--- src/rtl/crc_feed_master_pkg.sv ---
// Shared definitions for the CRC feed master: FSM states, slave register map, control words.
// The optional poll timeout is enabled with `CRC_FEED_TIMEOUT_EN.
package crc_feed_master_pkg;

  typedef enum logic [3:0] {
    StIdle,
    StArm,
    StFeed,
    StPoll,
    StPwait,
    StRes,
    StRwait,
    StDisarm,
    StOut
  } state_e;

  localparam logic [1:0] ADDR_DATA = 2'd0;
  localparam logic [1:0] ADDR_CTRL = 2'd1;
  localparam logic [1:0] ADDR_STAT = 2'd2;

  localparam int unsigned CTRL_ARM    = 1;
  localparam int unsigned CTRL_DISARM = 0;

endpackage

--- src/rtl/crc_feed_master_if.sv ---
// Register-style bus between the feed master and the CRC slave.
// Read data is registered by the slave and valid one cycle after m_read.
interface crc_feed_master_if #(
  parameter int unsigned DATA_WIDTH = 32
) ();

  logic                  m_cs;
  logic                  m_write;
  logic                  m_read;
  logic [1:0]            m_addr;
  logic [DATA_WIDTH-1:0] m_write_data;
  logic [DATA_WIDTH-1:0] m_read_data;

  modport master (
    output m_cs,
    output m_write,
    output m_read,
    output m_addr,
    output m_write_data,
    input  m_read_data
  );

  modport slave (
    input  m_cs,
    input  m_write,
    input  m_read,
    input  m_addr,
    input  m_write_data,
    output m_read_data
  );

endinterface

--- src/rtl/crc_feed_master_fifo.sv ---
// Synchronous FIFO holding {last, data} stream entries for the feed master.
// Push is dropped when full and pop is dropped when empty, regardless of the other side.
module crc_feed_master_fifo #(
  parameter int unsigned DATA_WIDTH = 32,
  parameter int unsigned DEPTH      = 8
) (
  input  logic                  clk_i,
  input  logic                  rst_i,
  input  logic                  push_i,
  input  logic [DATA_WIDTH-1:0] data_i,
  input  logic                  last_i,
  input  logic                  pop_i,
  output logic [DATA_WIDTH-1:0] data_o,
  output logic                  last_o,
  output logic                  full_o,
  output logic                  empty_o
);

  localparam int unsigned PtrW = $clog2(DEPTH);

  // One extra pointer bit distinguishes full from empty.
  logic [PtrW:0]       wr_ptr_q, wr_ptr_d;
  logic [PtrW:0]       rd_ptr_q, rd_ptr_d;
  logic [DATA_WIDTH:0] mem_q [DEPTH];
  logic                do_push, do_pop;

  assign empty_o = (wr_ptr_q == rd_ptr_q);
  assign full_o  = (wr_ptr_q[PtrW] != rd_ptr_q[PtrW]) &&
                   (wr_ptr_q[PtrW-1:0] == rd_ptr_q[PtrW-1:0]);

  assign do_push = push_i && !full_o;
  assign do_pop  = pop_i && !empty_o;

  always_comb begin
    wr_ptr_d = wr_ptr_q;
    rd_ptr_d = rd_ptr_q;
    if (do_push) begin
      wr_ptr_d = wr_ptr_q + (PtrW + 1)'(1);
    end
    if (do_pop) begin
      rd_ptr_d = rd_ptr_q + (PtrW + 1)'(1);
    end
  end

  always_ff @(posedge clk_i or posedge rst_i) begin
    if (rst_i) begin
      wr_ptr_q <= '0;
      rd_ptr_q <= '0;
    end else begin
      wr_ptr_q <= wr_ptr_d;
      rd_ptr_q <= rd_ptr_d;
    end
  end

  always_ff @(posedge clk_i) begin
    if (do_push) begin
      mem_q[wr_ptr_q[PtrW-1:0]] <= {last_i, data_i};
    end
  end

  assign {last_o, data_o} = mem_q[rd_ptr_q[PtrW-1:0]];

endmodule

--- src/rtl/crc_feed_master.sv ---
// Sequencer that feeds buffered packets into the CRC slave and returns the result.
// Define CRC_FEED_TIMEOUT_EN to bound status polling to POLL_MAX failed attempts.
module crc_feed_master
  import crc_feed_master_pkg::*;
#(
  parameter int unsigned DATA_WIDTH = 32,
  parameter int unsigned FIFO_DEPTH = 8,
  parameter int unsigned CRC_WIDTH  = 3,
  parameter int unsigned POLL_MAX   = 255
) (
  input  logic                  clk,
  input  logic                  reset,
  input  logic                  s_valid,
  output logic                  s_ready,
  input  logic [DATA_WIDTH-1:0] s_data,
  input  logic                  s_last,
  crc_feed_master_if.master     m_bus,
  output logic                  crc_valid,
  output logic [CRC_WIDTH-1:0]  crc_result,
  input  logic                  crc_ack,
  output logic                  crc_error,
  output logic                  busy
);

  logic                  fifo_full, fifo_empty, fifo_pop, fifo_head_last;
  logic [DATA_WIDTH-1:0] fifo_head_data;

  state_e                state_q, state_d;
  logic                  cs_q, cs_d;
  logic                  write_q, write_d;
  logic                  read_q, read_d;
  logic [1:0]            addr_q, addr_d;
  logic [DATA_WIDTH-1:0] wdata_q, wdata_d;
  logic                  last_q, last_d;
  logic                  crc_valid_q, crc_valid_d;
  logic [CRC_WIDTH-1:0]  crc_result_q, crc_result_d;

`ifdef CRC_FEED_TIMEOUT_EN
  localparam logic [7:0] PollLimit = 8'(POLL_MAX - 1);
  logic [7:0] poll_cnt_q, poll_cnt_d;
  logic       crc_error_q, crc_error_d;
`else
  logic [7:0] unused_poll_max;
  assign unused_poll_max = 8'(POLL_MAX);
`endif

  logic unused_read_data;
  assign unused_read_data = ^m_bus.m_read_data;

  assign s_ready = !fifo_full;

  crc_feed_master_fifo #(
    .DATA_WIDTH (DATA_WIDTH),
    .DEPTH      (FIFO_DEPTH)
  ) u_fifo (
    .clk_i   (clk),
    .rst_i   (reset),
    .push_i  (s_valid),
    .data_i  (s_data),
    .last_i  (s_last),
    .pop_i   (fifo_pop),
    .data_o  (fifo_head_data),
    .last_o  (fifo_head_last),
    .full_o  (fifo_full),
    .empty_o (fifo_empty)
  );

  // Bus strobes are computed on the transition into a state so that they are
  // visible, registered, for exactly the cycle spent in that state.
  always_comb begin
    state_d      = state_q;
    cs_d         = 1'b0;
    write_d      = 1'b0;
    read_d       = 1'b0;
    addr_d       = addr_q;
    wdata_d      = wdata_q;
    last_d       = last_q;
    crc_valid_d  = crc_valid_q;
    crc_result_d = crc_result_q;
    fifo_pop     = 1'b0;
`ifdef CRC_FEED_TIMEOUT_EN
    poll_cnt_d   = poll_cnt_q;
    crc_error_d  = crc_error_q;
`endif

    unique case (state_q)
      StIdle: begin
        if (!fifo_empty) begin
          state_d = StArm;
          cs_d    = 1'b1;
          write_d = 1'b1;
          addr_d  = ADDR_CTRL;
          wdata_d = DATA_WIDTH'(CTRL_ARM);
          last_d  = 1'b0;
`ifdef CRC_FEED_TIMEOUT_EN
          poll_cnt_d  = '0;
          crc_error_d = 1'b0;
`endif
        end
      end

      StArm, StFeed: begin
        state_d = StFeed;
        if ((state_q == StFeed) && write_q && last_q) begin
          // The last word is on the bus this cycle; start polling next.
          state_d = StPoll;
          cs_d    = 1'b1;
          read_d  = 1'b1;
          addr_d  = ADDR_STAT;
        end else if (!fifo_empty) begin
          fifo_pop = 1'b1;
          cs_d     = 1'b1;
          write_d  = 1'b1;
          addr_d   = ADDR_DATA;
          wdata_d  = fifo_head_data;
          last_d   = fifo_head_last;
        end
      end

      StPoll: begin
        state_d = StPwait;
      end

      StPwait: begin
        if (m_bus.m_read_data[0]) begin
          state_d = StRes;
          cs_d    = 1'b1;
          read_d  = 1'b1;
          addr_d  = ADDR_CTRL;
        end else begin
`ifdef CRC_FEED_TIMEOUT_EN
          if (poll_cnt_q == PollLimit) begin
            state_d      = StDisarm;
            cs_d         = 1'b1;
            write_d      = 1'b1;
            addr_d       = ADDR_CTRL;
            wdata_d      = DATA_WIDTH'(CTRL_DISARM);
            crc_result_d = '0;
            crc_error_d  = 1'b1;
          end else begin
            poll_cnt_d = poll_cnt_q + 8'd1;
            state_d    = StPoll;
            cs_d       = 1'b1;
            read_d     = 1'b1;
            addr_d     = ADDR_STAT;
          end
`else
          state_d = StPoll;
          cs_d    = 1'b1;
          read_d  = 1'b1;
          addr_d  = ADDR_STAT;
`endif
        end
      end

      StRes: begin
        state_d = StRwait;
      end

      StRwait: begin
        crc_result_d = m_bus.m_read_data[CRC_WIDTH-1:0];
        state_d      = StDisarm;
        cs_d         = 1'b1;
        write_d      = 1'b1;
        addr_d       = ADDR_CTRL;
        wdata_d      = DATA_WIDTH'(CTRL_DISARM);
      end

      StDisarm: begin
        state_d     = StOut;
        crc_valid_d = 1'b1;
      end

      StOut: begin
        if (crc_ack) begin
          state_d     = StIdle;
          crc_valid_d = 1'b0;
        end
      end

      default: begin
        state_d = StIdle;
      end
    endcase
  end

  always_ff @(posedge clk or posedge reset) begin
    if (reset) begin
      state_q      <= StIdle;
      cs_q         <= 1'b0;
      write_q      <= 1'b0;
      read_q       <= 1'b0;
      addr_q       <= '0;
      wdata_q      <= '0;
      last_q       <= 1'b0;
      crc_valid_q  <= 1'b0;
      crc_result_q <= '0;
`ifdef CRC_FEED_TIMEOUT_EN
      poll_cnt_q   <= '0;
      crc_error_q  <= 1'b0;
`endif
    end else begin
      state_q      <= state_d;
      cs_q         <= cs_d;
      write_q      <= write_d;
      read_q       <= read_d;
      addr_q       <= addr_d;
      wdata_q      <= wdata_d;
      last_q       <= last_d;
      crc_valid_q  <= crc_valid_d;
      crc_result_q <= crc_result_d;
`ifdef CRC_FEED_TIMEOUT_EN
      poll_cnt_q   <= poll_cnt_d;
      crc_error_q  <= crc_error_d;
`endif
    end
  end

  assign m_bus.m_cs         = cs_q;
  assign m_bus.m_write      = write_q;
  assign m_bus.m_read       = read_q;
  assign m_bus.m_addr       = addr_q;
  assign m_bus.m_write_data = wdata_q;

  assign crc_valid  = crc_valid_q;
  assign crc_result = crc_result_q;
  assign busy       = (state_q != StIdle);

`ifdef CRC_FEED_TIMEOUT_EN
  assign crc_error = crc_error_q;
`else
  assign crc_error = 1'b0;
`endif

endmodule
--- src/flat_wrapper.sv ---
// flat-port wrapper written by rule: the top's interface ports become plain ports
module crc_feed_master_flat import crc_feed_master_pkg::*;
#(
  parameter int unsigned DATA_WIDTH = 32,
  parameter int unsigned FIFO_DEPTH = 8,
  parameter int unsigned CRC_WIDTH  = 3,
  parameter int unsigned POLL_MAX   = 255
)
  (clk, reset, s_valid, s_ready, s_data, s_last, crc_valid, crc_result, crc_ack, crc_error, busy, m_bus_m_cs, m_bus_m_write, m_bus_m_read, m_bus_m_addr, m_bus_m_write_data, m_bus_m_read_data);
  crc_feed_master_if #(.DATA_WIDTH(DATA_WIDTH)) m_bus_i ();
  input  logic clk;
  input  logic reset;
  input  logic s_valid;
  output logic s_ready;
  input  logic [DATA_WIDTH-1:0] s_data;
  input  logic s_last;
  output logic crc_valid;
  output logic [CRC_WIDTH-1:0] crc_result;
  input  logic crc_ack;
  output logic crc_error;
  output logic busy;
  output wire logic [$bits(m_bus_i.m_cs)-1:0] m_bus_m_cs;
  output wire logic [$bits(m_bus_i.m_write)-1:0] m_bus_m_write;
  output wire logic [$bits(m_bus_i.m_read)-1:0] m_bus_m_read;
  output wire logic [$bits(m_bus_i.m_addr)-1:0] m_bus_m_addr;
  output wire logic [$bits(m_bus_i.m_write_data)-1:0] m_bus_m_write_data;
  input wire logic [$bits(m_bus_i.m_read_data)-1:0] m_bus_m_read_data;
  assign m_bus_m_cs = m_bus_i.m_cs;
  assign m_bus_m_write = m_bus_i.m_write;
  assign m_bus_m_read = m_bus_i.m_read;
  assign m_bus_m_addr = m_bus_i.m_addr;
  assign m_bus_m_write_data = m_bus_i.m_write_data;
  assign m_bus_i.m_read_data = m_bus_m_read_data;
  crc_feed_master #(.DATA_WIDTH(DATA_WIDTH), .FIFO_DEPTH(FIFO_DEPTH), .CRC_WIDTH(CRC_WIDTH), .POLL_MAX(POLL_MAX)) u_core (.clk(clk), .reset(reset), .s_valid(s_valid), .s_ready(s_ready), .s_data(s_data), .s_last(s_last), .m_bus(m_bus_i), .crc_valid(crc_valid), .crc_result(crc_result), .crc_ack(crc_ack), .crc_error(crc_error), .busy(busy));
endmodule
--- config.mk ---
export PLATFORM = sky130hd
export DESIGN_NAME = crc_feed_master_flat
export DESIGN_NICKNAME = d
export VERILOG_FILES = /design/src/rtl/crc_feed_master_pkg.sv /design/src/rtl/crc_feed_master_if.sv /design/src/rtl/crc_feed_master_fifo.sv /design/src/rtl/crc_feed_master.sv /design/src/flat_wrapper.sv
export SDC_FILE = /design/constraint.sdc
export NUM_CORES = 1
export LEC_CHECK = 0
export CELL_PAD_IN_SITES_DETAIL_PLACEMENT = 1
export CELL_PAD_IN_SITES_GLOBAL_PLACEMENT = 1
export CORE_MARGIN = 5
export CORE_UTILIZATION = 50
export CTS_CLUSTER_DIAMETER = 50
export CTS_CLUSTER_SIZE = 12
export DETAILED_ROUTE_END_ITERATION = 7
export PLACE_DENSITY = 0.85
export SETUP_SLACK_MARGIN = 0.3
export SLEW_MARGIN = 25
export SYNTH_ARGS = -nofsm -noshare
export SYNTH_HDL_FRONTEND = slang
export SYNTH_SLANG_ARGS = --single-unit
--- constraint.sdc ---
create_clock -name clk -period 5.5 [get_ports clk]
set_input_delay 1.1 -clock clk [delete_from_list [all_inputs] [get_ports clk]]
set_output_delay 1.1 -clock clk [all_outputs]
set_load 0.01 [all_outputs]
== After elaboration in Yosys (flattened, before gate mapping) ==
Memories as Yosys holds them, arrays and structs flattened.
Cells that the tools add are included.

* RAM bits: 264
* Output and inout port bits: 44
* Register bits: 54
* Logic and storage cells: 80
* Memories kept: 1

* Add/subtract/negate cells: 2
* Multiplexer cells: 30
* Reduce and logical (&&, ||, !) cells: 20
* Eq/ne operators: 16

{| class="wikitable"
|+ Memory list
! memory !! words !! width !! read ports !! clocked after Yosys merged registers in !! wr ports !! RTL line !! text
|-
| u_core.u_fifo.mem_q || 8 || 33 || 1 || 0 || 1 || crc_feed_master_fifo.sv:24 || <nowiki>logic [DATA_WIDTH:0] mem_q [DEPTH];</nowiki>
|}

{| class="wikitable"
|+ Operators by type and width
! kind !! number
|-
| 2-to-1 mux 32 bit || 3
|-
| one-hot mux 32 bit (3 select lines) || 1
|-
| one-hot mux 4 bit (8 select lines) || 1
|-
| == test 4 x 3 -> 1 bit (second input constant) || 4
|-
| 2-to-1 mux 1 bit || 12
|-
| adder 4 x 1 -> 4 bit (second input constant) || 2
|-
| == test 4 x 2 -> 1 bit (second input constant) || 2
|-
| 2-to-1 mux 2 bit || 4
|-
| 2-to-1 mux 4 bit || 2
|-
| != test 2 bit (second input constant) || 4
|-
| one-hot mux 2 bit (4 select lines) || 1
|-
| AND reduction 4 bit || 2
|-
| nonzero test 4 bit || 2
|-
| one-hot mux 1 bit (2 select lines) || 3
|-
| one-hot mux 1 bit (3 select lines) || 2
|-
| logical AND 1 bit || 5
|-
| == test 4 x 1 -> 1 bit (second input constant) || 1
|-
| == test 4 bit || 1
|-
| == test 4 bit (second input constant) || 1
|-
| logical NOT 4 bit || 1
|-
| AND reduction 2 bit || 2
|-
| nonzero test 2 bit || 2
|-
| OR reduction 2 bit || 2
|-
| == test 3 bit || 1
|-
| 6 further kinds || 7
|}

== Depth between registers and ports, before layout ==
Gate-level depths: netlist of the first run.

* Depth in word-level cells: 6
* Mapped depth: 7
* Mapped depth without buffers: 4

== Hierarchy ==
Synthesis of the first run repeated with hierarchy kept, for this count alone.

* Cell total of the unflattened synthesis: 655
* Area, all modules: 12,772.2 um^2

{| class="wikitable"
|+ Modules (own cells, without submodules)
! module !! area each (um^2) !! instances !! sequential area each (um^2) !! cells an instance
|-
| crc_feed_master_fifo || 10,543.9 || 1 || 8,127.8 || 442
|-
| crc_feed_master || 2,228.4 || 1 || 1,151.1 || 213
|}

== Worst setup path after synthesis of the first run ==
No wires, ideal clock.

* Path kind: input port to flip-flop
* From: input s_valid
* To: memory u_core.u_fifo.mem_q[4][0] (netlist name) (enable)
* Setup time: 0.471 ns
* Stages on the path: 3
* Slack: 1.148 ns
* Arrival: 3.881 ns
* Path buffers: 0
* Required time: 5.029 ns
* Path through: o41a_1 > nand2b_1 > nor3b_1

* Longest elaborated chain between the ends: 3

{| class="wikitable"
|+ Ends and longest elaborated chain
! what !! RTL line !! text
|-
| start: declaration || flat_wrapper.sv:13 || <nowiki>input logic s_valid;</nowiki>
|-
| logical AND 1 bit || crc_feed_master_fifo.sv:31 || <nowiki>assign do_push = push_i && !full_o;</nowiki>
|-
| 2-to-1 mux 1 bit || crc_feed_master_fifo.sv:56 || <nowiki>if (do_push) begin</nowiki>
|-
| 2-to-1 mux 1 bit (implied by the code) || crc_feed_master_fifo.sv:57 || <nowiki>mem_q[wr_ptr_q[PtrW-1:0]] <= {last_i, data_i};</nowiki>
|-
| end: declaration || crc_feed_master_fifo.sv:24 ||
|}

Every way passes these cells.

== Worst setup path after layout of the first run ==
* From: register u_core.u_fifo.rd_ptr_q[1]
* To: output s_ready

* Longest elaborated chain between the ends: 3

{| class="wikitable"
|+ Ends and longest elaborated chain
! what !! RTL line !! text
|-
| start: declaration || crc_feed_master_fifo.sv:23 || <nowiki>logic [PtrW:0] rd_ptr_q, rd_ptr_d;</nowiki>
|-
| start signal: assignment || crc_feed_master_fifo.sv:51 || <nowiki>rd_ptr_q <= rd_ptr_d;</nowiki>
|-
| == test 3 bit || crc_feed_master_fifo.sv:29 || <nowiki>(wr_ptr_q[PtrW-1:0] == rd_ptr_q[PtrW-1:0]);</nowiki>
|-
| logical AND 1 bit || crc_feed_master_fifo.sv:28 || <nowiki>assign full_o = (wr_ptr_q[PtrW] != rd_ptr_q[PtrW]) &&</nowiki>
|-
| logical NOT 1 bit || crc_feed_master.sv:50 || <nowiki>assign s_ready = !fifo_full;</nowiki>
|-
| end: declaration || flat_wrapper.sv:14 || <nowiki>output logic s_ready;</nowiki>
|}

Every way passes these cells.

==> metrics.txt, run 1 <==
outcome finished clean; CTS tree yes; Placeable Area 24460 sq um; Die Y-Extent 167.8 um; most frequent cells after synthesis edfxtp_1, mux4_2, dfrtp_1; Area Overhead vs Synth 17.51%; # H-tree levels 2; Tmin final 3972 ps; fin cells 1030; Clock Power Share 0.253; initial antenna violation count 3; CP Capture Type primary output; worst hold-check path type flop to flop; Setup Viol. Count Final 0; Placed Cells 969; Post-synth EDFFs 264; synthesized net count 656; Worst EP arrival 2870 ps; Hold Path Depth 1; Hold WS 507.8 ps; flops & latches, synth 318; Die X 167.8 um; yosys warns 0; DR WL/cell 25.88 um; post-synthesis sequential area ratio 0.7449; Num CTS Buffers 34; DRC errors left 0; first-pass GRT wire length 41270 um; largest net degree at the start of global routing 72; fmax 251.8 MHz; RR Startpoint u_core.u_fifo.rd_ptr_q[1]; Nets 752; # hold bufs at CTS 0; Avg Inst Size Synth 21.29 sq um; Flop pwr share 0.424; Synth Flop Type edfxtp_1; crit-path max FO 71; FFs w/ async S/R, synth 0.1698; Clock Skews 12.51 ps; cell area after synthesis 12460 sq um; row count 57; Ports 113; Synth cell types 48; worst vdd ir 0.0003874 V; routability cong. 0.7428; R2R Setup Slk 2320 ps; Worst R2R Path Depth 5; Hold EP u_core.crc_result[2]; Critical Path RT 4400 ps; Clock Latency Late Sink 510 ps; Gate power share 0.322; setup bufs post-CTS 0; Sink Count 318; Worst slew margin 0.2879; Pins Over Slew Limit 0; detailed-route via count 5999; Slew @ Worst Pin 1068 ps; drt total wl 26650 um; share of cells above drive strength 1 0.2440; Net Sw Power 0.002517 W; Sw Share 0.3034; post_cts resized 0; DRT Pass-1 Iters 4; cell taking the most area after synthesis edfxtp_1; hpwl dp 15740 um; root buffer cell clkbuf_16; Max clock buf depth 3; most common cell in the netlist edfxtp_1; vias per cell 5.824; top cell type's share of synthesized area 0.6364; Internal Power 0.005778 W; critical path startpoint category flop; Initial Util 0.5092; Pwr per Cell Area 566.7 nW/um^2; leak pwr 5.018 nW; RR Endpoint u_core.u_fifo.mem_q[5][0]; Mapped Cells 585; TNS Setup 0 ps; maxcap violations 0; DR iter-0 viols 414; buffers added on ports 82; RSZ-0062 raised after global routing false; Final ANT Viol Nets 0; Synth area leaders edfxtp_1, mux4_2, dfrtp_1; period utilisation layout 0.7221; final hold violations 0; Tot GR Track Use 0.1928; critical path type flop to primary output; global route overflow 0; CTS clk-pin slew, worst paths 60 ps; Hold Path Origin u_core.crc_result[2]; vias in the first global route 6722; Die Area 28170 sq um
[placed cells by master, fill, tap and decap left out, drive strengths merged, types with 10 or more instances in the layout]
cell / instances
a22o: 32
clkdlybuf4s50: 82
mux2: 38
mux4: 65
nor2: 10
clkbuf: 53
edfxtp: 264
nand2: 11
buf: 15
dfrtp: 54
[per-layer routing]
layer / wire length, um / track usage / vias to the layer above
met1: 10790 / 0.2527 / 3194
li1: - / - / 2589
met3: 1582 / 0.04736 / 36
met2: 13810 / 0.3297 / 176
met4: 436 / 0.04517 / 4
met5: 32 / 0 / -
[state kept, by name, summed over array words and instances, names as in the netlist]
register	flops
u_core.u_fifo.mem_q	264
u_core.m_bus.m_read	1
u_core.crc_result	3
u_core.last_q	1
u_core.m_bus.m_write_data	32
u_core.m_bus.m_write	1
u_core.u_fifo.rd_ptr_q	4
u_core.crc_valid	1
u_core.m_bus.m_addr	2
u_core.state_q	4
u_core.m_bus.m_cs	1
u_core.u_fifo.wr_ptr_q	4
[how the worst max path moves through the flow]
stage	startpoint	endpoint	slack, ps
global placement	s_valid	u_core.u_fifo.mem_q[4][26]	2000
detailed placement	s_valid	u_core.u_fifo.mem_q[4][26]	1870
global route	u_core.u_fifo.rd_ptr_q[1]	s_ready	1380
floorplan	s_valid	u_core.u_fifo.mem_q[4][0]	1150
finish	u_core.u_fifo.rd_ptr_q[1]	s_ready	1530
CTS	u_core.u_fifo.rd_ptr_q[1]	s_ready	1450
[critical path, cell delays in order, from the launching register on]
cell and delay (ps):
dfrtp_4 1090, xor2_2 220, or4_1 520, clkdlybuf4s50_1 510
[final cells by class]
type | count | area, sq um
flip-flops and latches | 318 | 9286
diodes | 1 | 2.502
well taps | 324 | 405.4
inverters | 5 | 18.77
repair buffers | 97 | 945.9
multi-input cells | 225 | 2954
fillers | 2059 | 9824
clock inverters | 7 | 71.32
clock buffers | 53 | 953.4
[metrics by stage]
stage                       util  total power [W]  instance area (sq um)  worst slack (ps)
after CTS                 0.5980         0.008412                  14630              1451
after detailed placement  0.5561         0.006267                  13600              1875
after global routing      0.5984         0.008722                  14640              1383
after global placement    0.5561         0.006096                  13600              1995
final                     0.5984         0.008295                  14640              1528
after floorplan                -         0.005497                  12460              1148
[power groups by stage]
stage               Sequential [W]  Combinational [W]  Clock, W
detailed placement         0.00357            0.00269         0
global route               0.00358            0.00286   0.00228
finish                     0.00352            0.00267   0.00210
global placement           0.00351            0.00259         0
CTS                        0.00353            0.00273   0.00216
floorplan                  0.00333            0.00217         0
[cells by family (layout without fill, tap and decap cells)]
| family | after synthesis | after routing | share of synthesized area |
|---|---|---|---|
| XOR/XNOR | 12 | 12 | 0.01025 |
| adder cells (fa/ha/maj) | 2 | 2 | 0.002009 |
| other | 1 | 2 | 0.0003010 |
| multiplexers | 106 | 106 | 0.1642 |
| flip-flops | 318 | 318 | 0.7449 |
| AND/OR/NAND/NOR | 54 | 54 | 0.02350 |
| AO/OA/AOI/OAI | 50 | 50 | 0.03254 |
| buffers and inverters | 42 | 162 | 0.02230 |
(Power assumes the default switching activity.)
==> run 2, diff against run 1 <==
CORE_UTILIZATION = 45   (was 50)
PLACE_DENSITY = 0.81   (was 0.85)
clock period = 3.3 ns   (was 5.5 ns; I/O delays follow)
==> run 2 against run 1 <==
Clock power increased by 71%. Routed wire length increased by 0.68%. Largest cell class unchanged. Highest routed layer is now met4. Via count increased by 0.88%.
==> metrics.txt, run 2 (synthesis results as in run 1) <==
Net Sw Power 0.004322 W (+72%); Clock Latency Late Sink 510 ps (about the same); utilization after layout 0.5393 (-0.05904); Worst EP arrival 2190 ps (-680 ps); DR iter-0 viols 406 (-1.9%); crit-path max FO 12 (-83%); filler cell count 2429 (+18%); Nets 766 (+1.9%); DRC errors left 0 (unchanged); worst vdd ir 0.0006863 V (+77%); Tmin final 2846 ps; vias in the first global route 6733 (+0.16%); Die Y-Extent 176.4 um (+5.1%); maxcap violations 0 (unchanged); DR WL/cell 24.39 um (-5.7%); Sink Count 318 (unchanged); CTS tree yes; Gate power share 0.351 (+0.029); CP Cell Sequence nor2_1 -> nand2_1 -> clkdlybuf4s50_1; Max clock buf depth 3 (unchanged); Ports 113 (unchanged); routability cong. 0.7659 (+3.1%); Pwr per Cell Area 944.4 nW/um^2 (+67%); outcome finished clean; row count 61 (+7.0%); Final ANT Viol Nets 0 (unchanged); commonest non-fill, non-tap cell in the layout edfxtp_1; Slew @ Worst Pin 989.0 ps (-79.09 ps); share of cells above drive strength 1 0.2632 (+0.01919); fmax 351.4 MHz; first-pass GRT wire length 41640 um (+0.90%); CP max-delay cell dfrtp_1; Total Power 0.01403 W (+69%); CTS clk-pin slew, worst paths 60 ps (about the same); hpwl dp 15920 um (+1.2%); TNS Setup 0 ps (unchanged); buffers added on ports 82 (unchanged); vias per cell 5.502 (-5.5%); DRT Pass-1 Iters 5 (+1); Pins Over Slew Limit 0 (unchanged); critical path type flop to primary output; Num CTS Buffers 35 (+2.9%); # hold bufs at CTS 0 (unchanged); period utilisation layout 0.8623; drt total wl 26830 um (+0.68%); CP max stage delay 520 ps (-570 ps); Ant. Diodes 0 (-1); # H-tree levels 2 (unchanged); detailed-route via count 6052 (+0.88%); Clock Power Share 0.256 (+0.003); Die X 176.4 um (+5.1%); Placeable Area 27550 sq um (+13%); Flop pwr share 0.393 (-0.031); root buffer cell clkbuf_16; Critical Path RT 2640 ps (-1760 ps); Sw Share 0.3080 (+0.004555); Internal Power 0.009712 W (+68%); Setup Viol. Count Final 0 (unchanged); Clock Skews 15.42 ps (+2.902 ps); initial antenna violation count 0 (-3); final hold violations 0 (unchanged); leak pwr 5.108 nW (+1.8%); CP Capture Type primary output; RSZ-0062 raised after global routing false; Die Area 31110 sq um (+10%); Initial Util 0.4521 (-0.05712); global route overflow 0 (unchanged); critical path startpoint category flop; largest net degree at the start of global routing 71 (-1.4%); Tot GR Track Use 0.1759 (-0.01690); Area Overhead vs Synth 19.29%; commonest cells after routing, fill and taps aside edfxtp_1, clkdlybuf4s50_1, mux4_2; worst hold-check path type flop to flop; max reg flops 264 (unchanged); Worst slew margin 0.3320 (+0.04410)
==> run 2: cell types whose count changed in the layout (fill, tap and decap cells not counted), sizes merged <==
cell	previous run	this run
clkdlybuf4s50	82	81
inv	6	8
buf	15	28
bufinv	1	0
diode	1	0
dlygate4sd2	0	1
clkinvlp	2	1
clkinv	3	7
==> run 2: metrics by stage <==
stage	hold slack, ps	cell area [sq um]	worst slack (ps)	instances
3_3_place_gp	490.2	13780	708.4	1034
3_5_place_dp	496.4	13780	618.2	1034
5_1_grt	530.9	14860	361.0	1100
4_1_cts	510.7	14860	472.9	1100
6_report	505.7	14860	454.4	1100
2_1_floorplan	498.2	12460	-734.4	585
==> run 2: power groups by stage <==
stage,clock [W],combinational [W],sequential [W]
detailed placement,0,0.00492,0.00563
global placement,0,0.00478,0.00555
finish,0.00360,0.00492,0.00552
floorplan,0,0.00361,0.00555
global route,0.00388,0.00529,0.00558
CTS,0.00368,0.00501,0.00552
==> run 2: repair_timing <==
action | CTS | global route
setup endpoints to repair | 1 | 0
buffers inserted | 2 | 0
gates resized for setup | 4 | 0
==> run 2: per-layer routing <==
| layer | track usage | vias to the layer above | wire (um) |
|---|---|---|---|
| met5 | 0 | - | 0 |
| met4 | 0.03707 | 0 | 333 |
| met3 | 0.03383 | 24 | 1593 |
| met2 | 0.3188 | 189 | 14300 |
| met1 | 0.2218 | 3216 | 10610 |
| li1 | - | 2623 | - |
==> run 2: critical path, delay by kind of cell (launching register included) <==
family	cells	cell delay [ps]
flops	1	520
buf+inv	1	520
simple gates	2	630
==> run 2: final cells by class <==
| type | instances | area [sq um] | share of cell area |
|---|---|---|---|
| clock buffers | 53 | 963.4 | 0.06483 |
| clock inverters | 11 | 101.3 | 0.006820 |
| inverters | 5 | 18.77 | 0.001263 |
| multi-input cells | 225 | 2947 | 0.1983 |
| flip-flops and latches | 318 | 9290 | 0.6252 |
| well taps | 378 | 473.0 | 0.03183 |
| repair buffers | 110 | 1067 | 0.07182 |
==> run 2: path summary, 6_finish.rpt <==
kind	depth (start not counted)	end	slack, ps	startpoint
setup / recovery	3	busy	450	u_core.state_q[3]
hold / removal	1	u_core.m_bus.m_write_data[23]	510	u_core.m_bus.m_write_data[23]
setup reg to reg	5	u_core.m_bus.m_write_data[21]	640	u_core.state_q[3]
hold reg to reg	1	u_core.m_bus.m_write_data[23]	510	u_core.m_bus.m_write_data[23]
max in group asynchronous	3	u_core.u_fifo.rd_ptr_q[2]	2140	reset
min in group asynchronous	2	u_core.m_bus.m_write_data[23]	540	reset
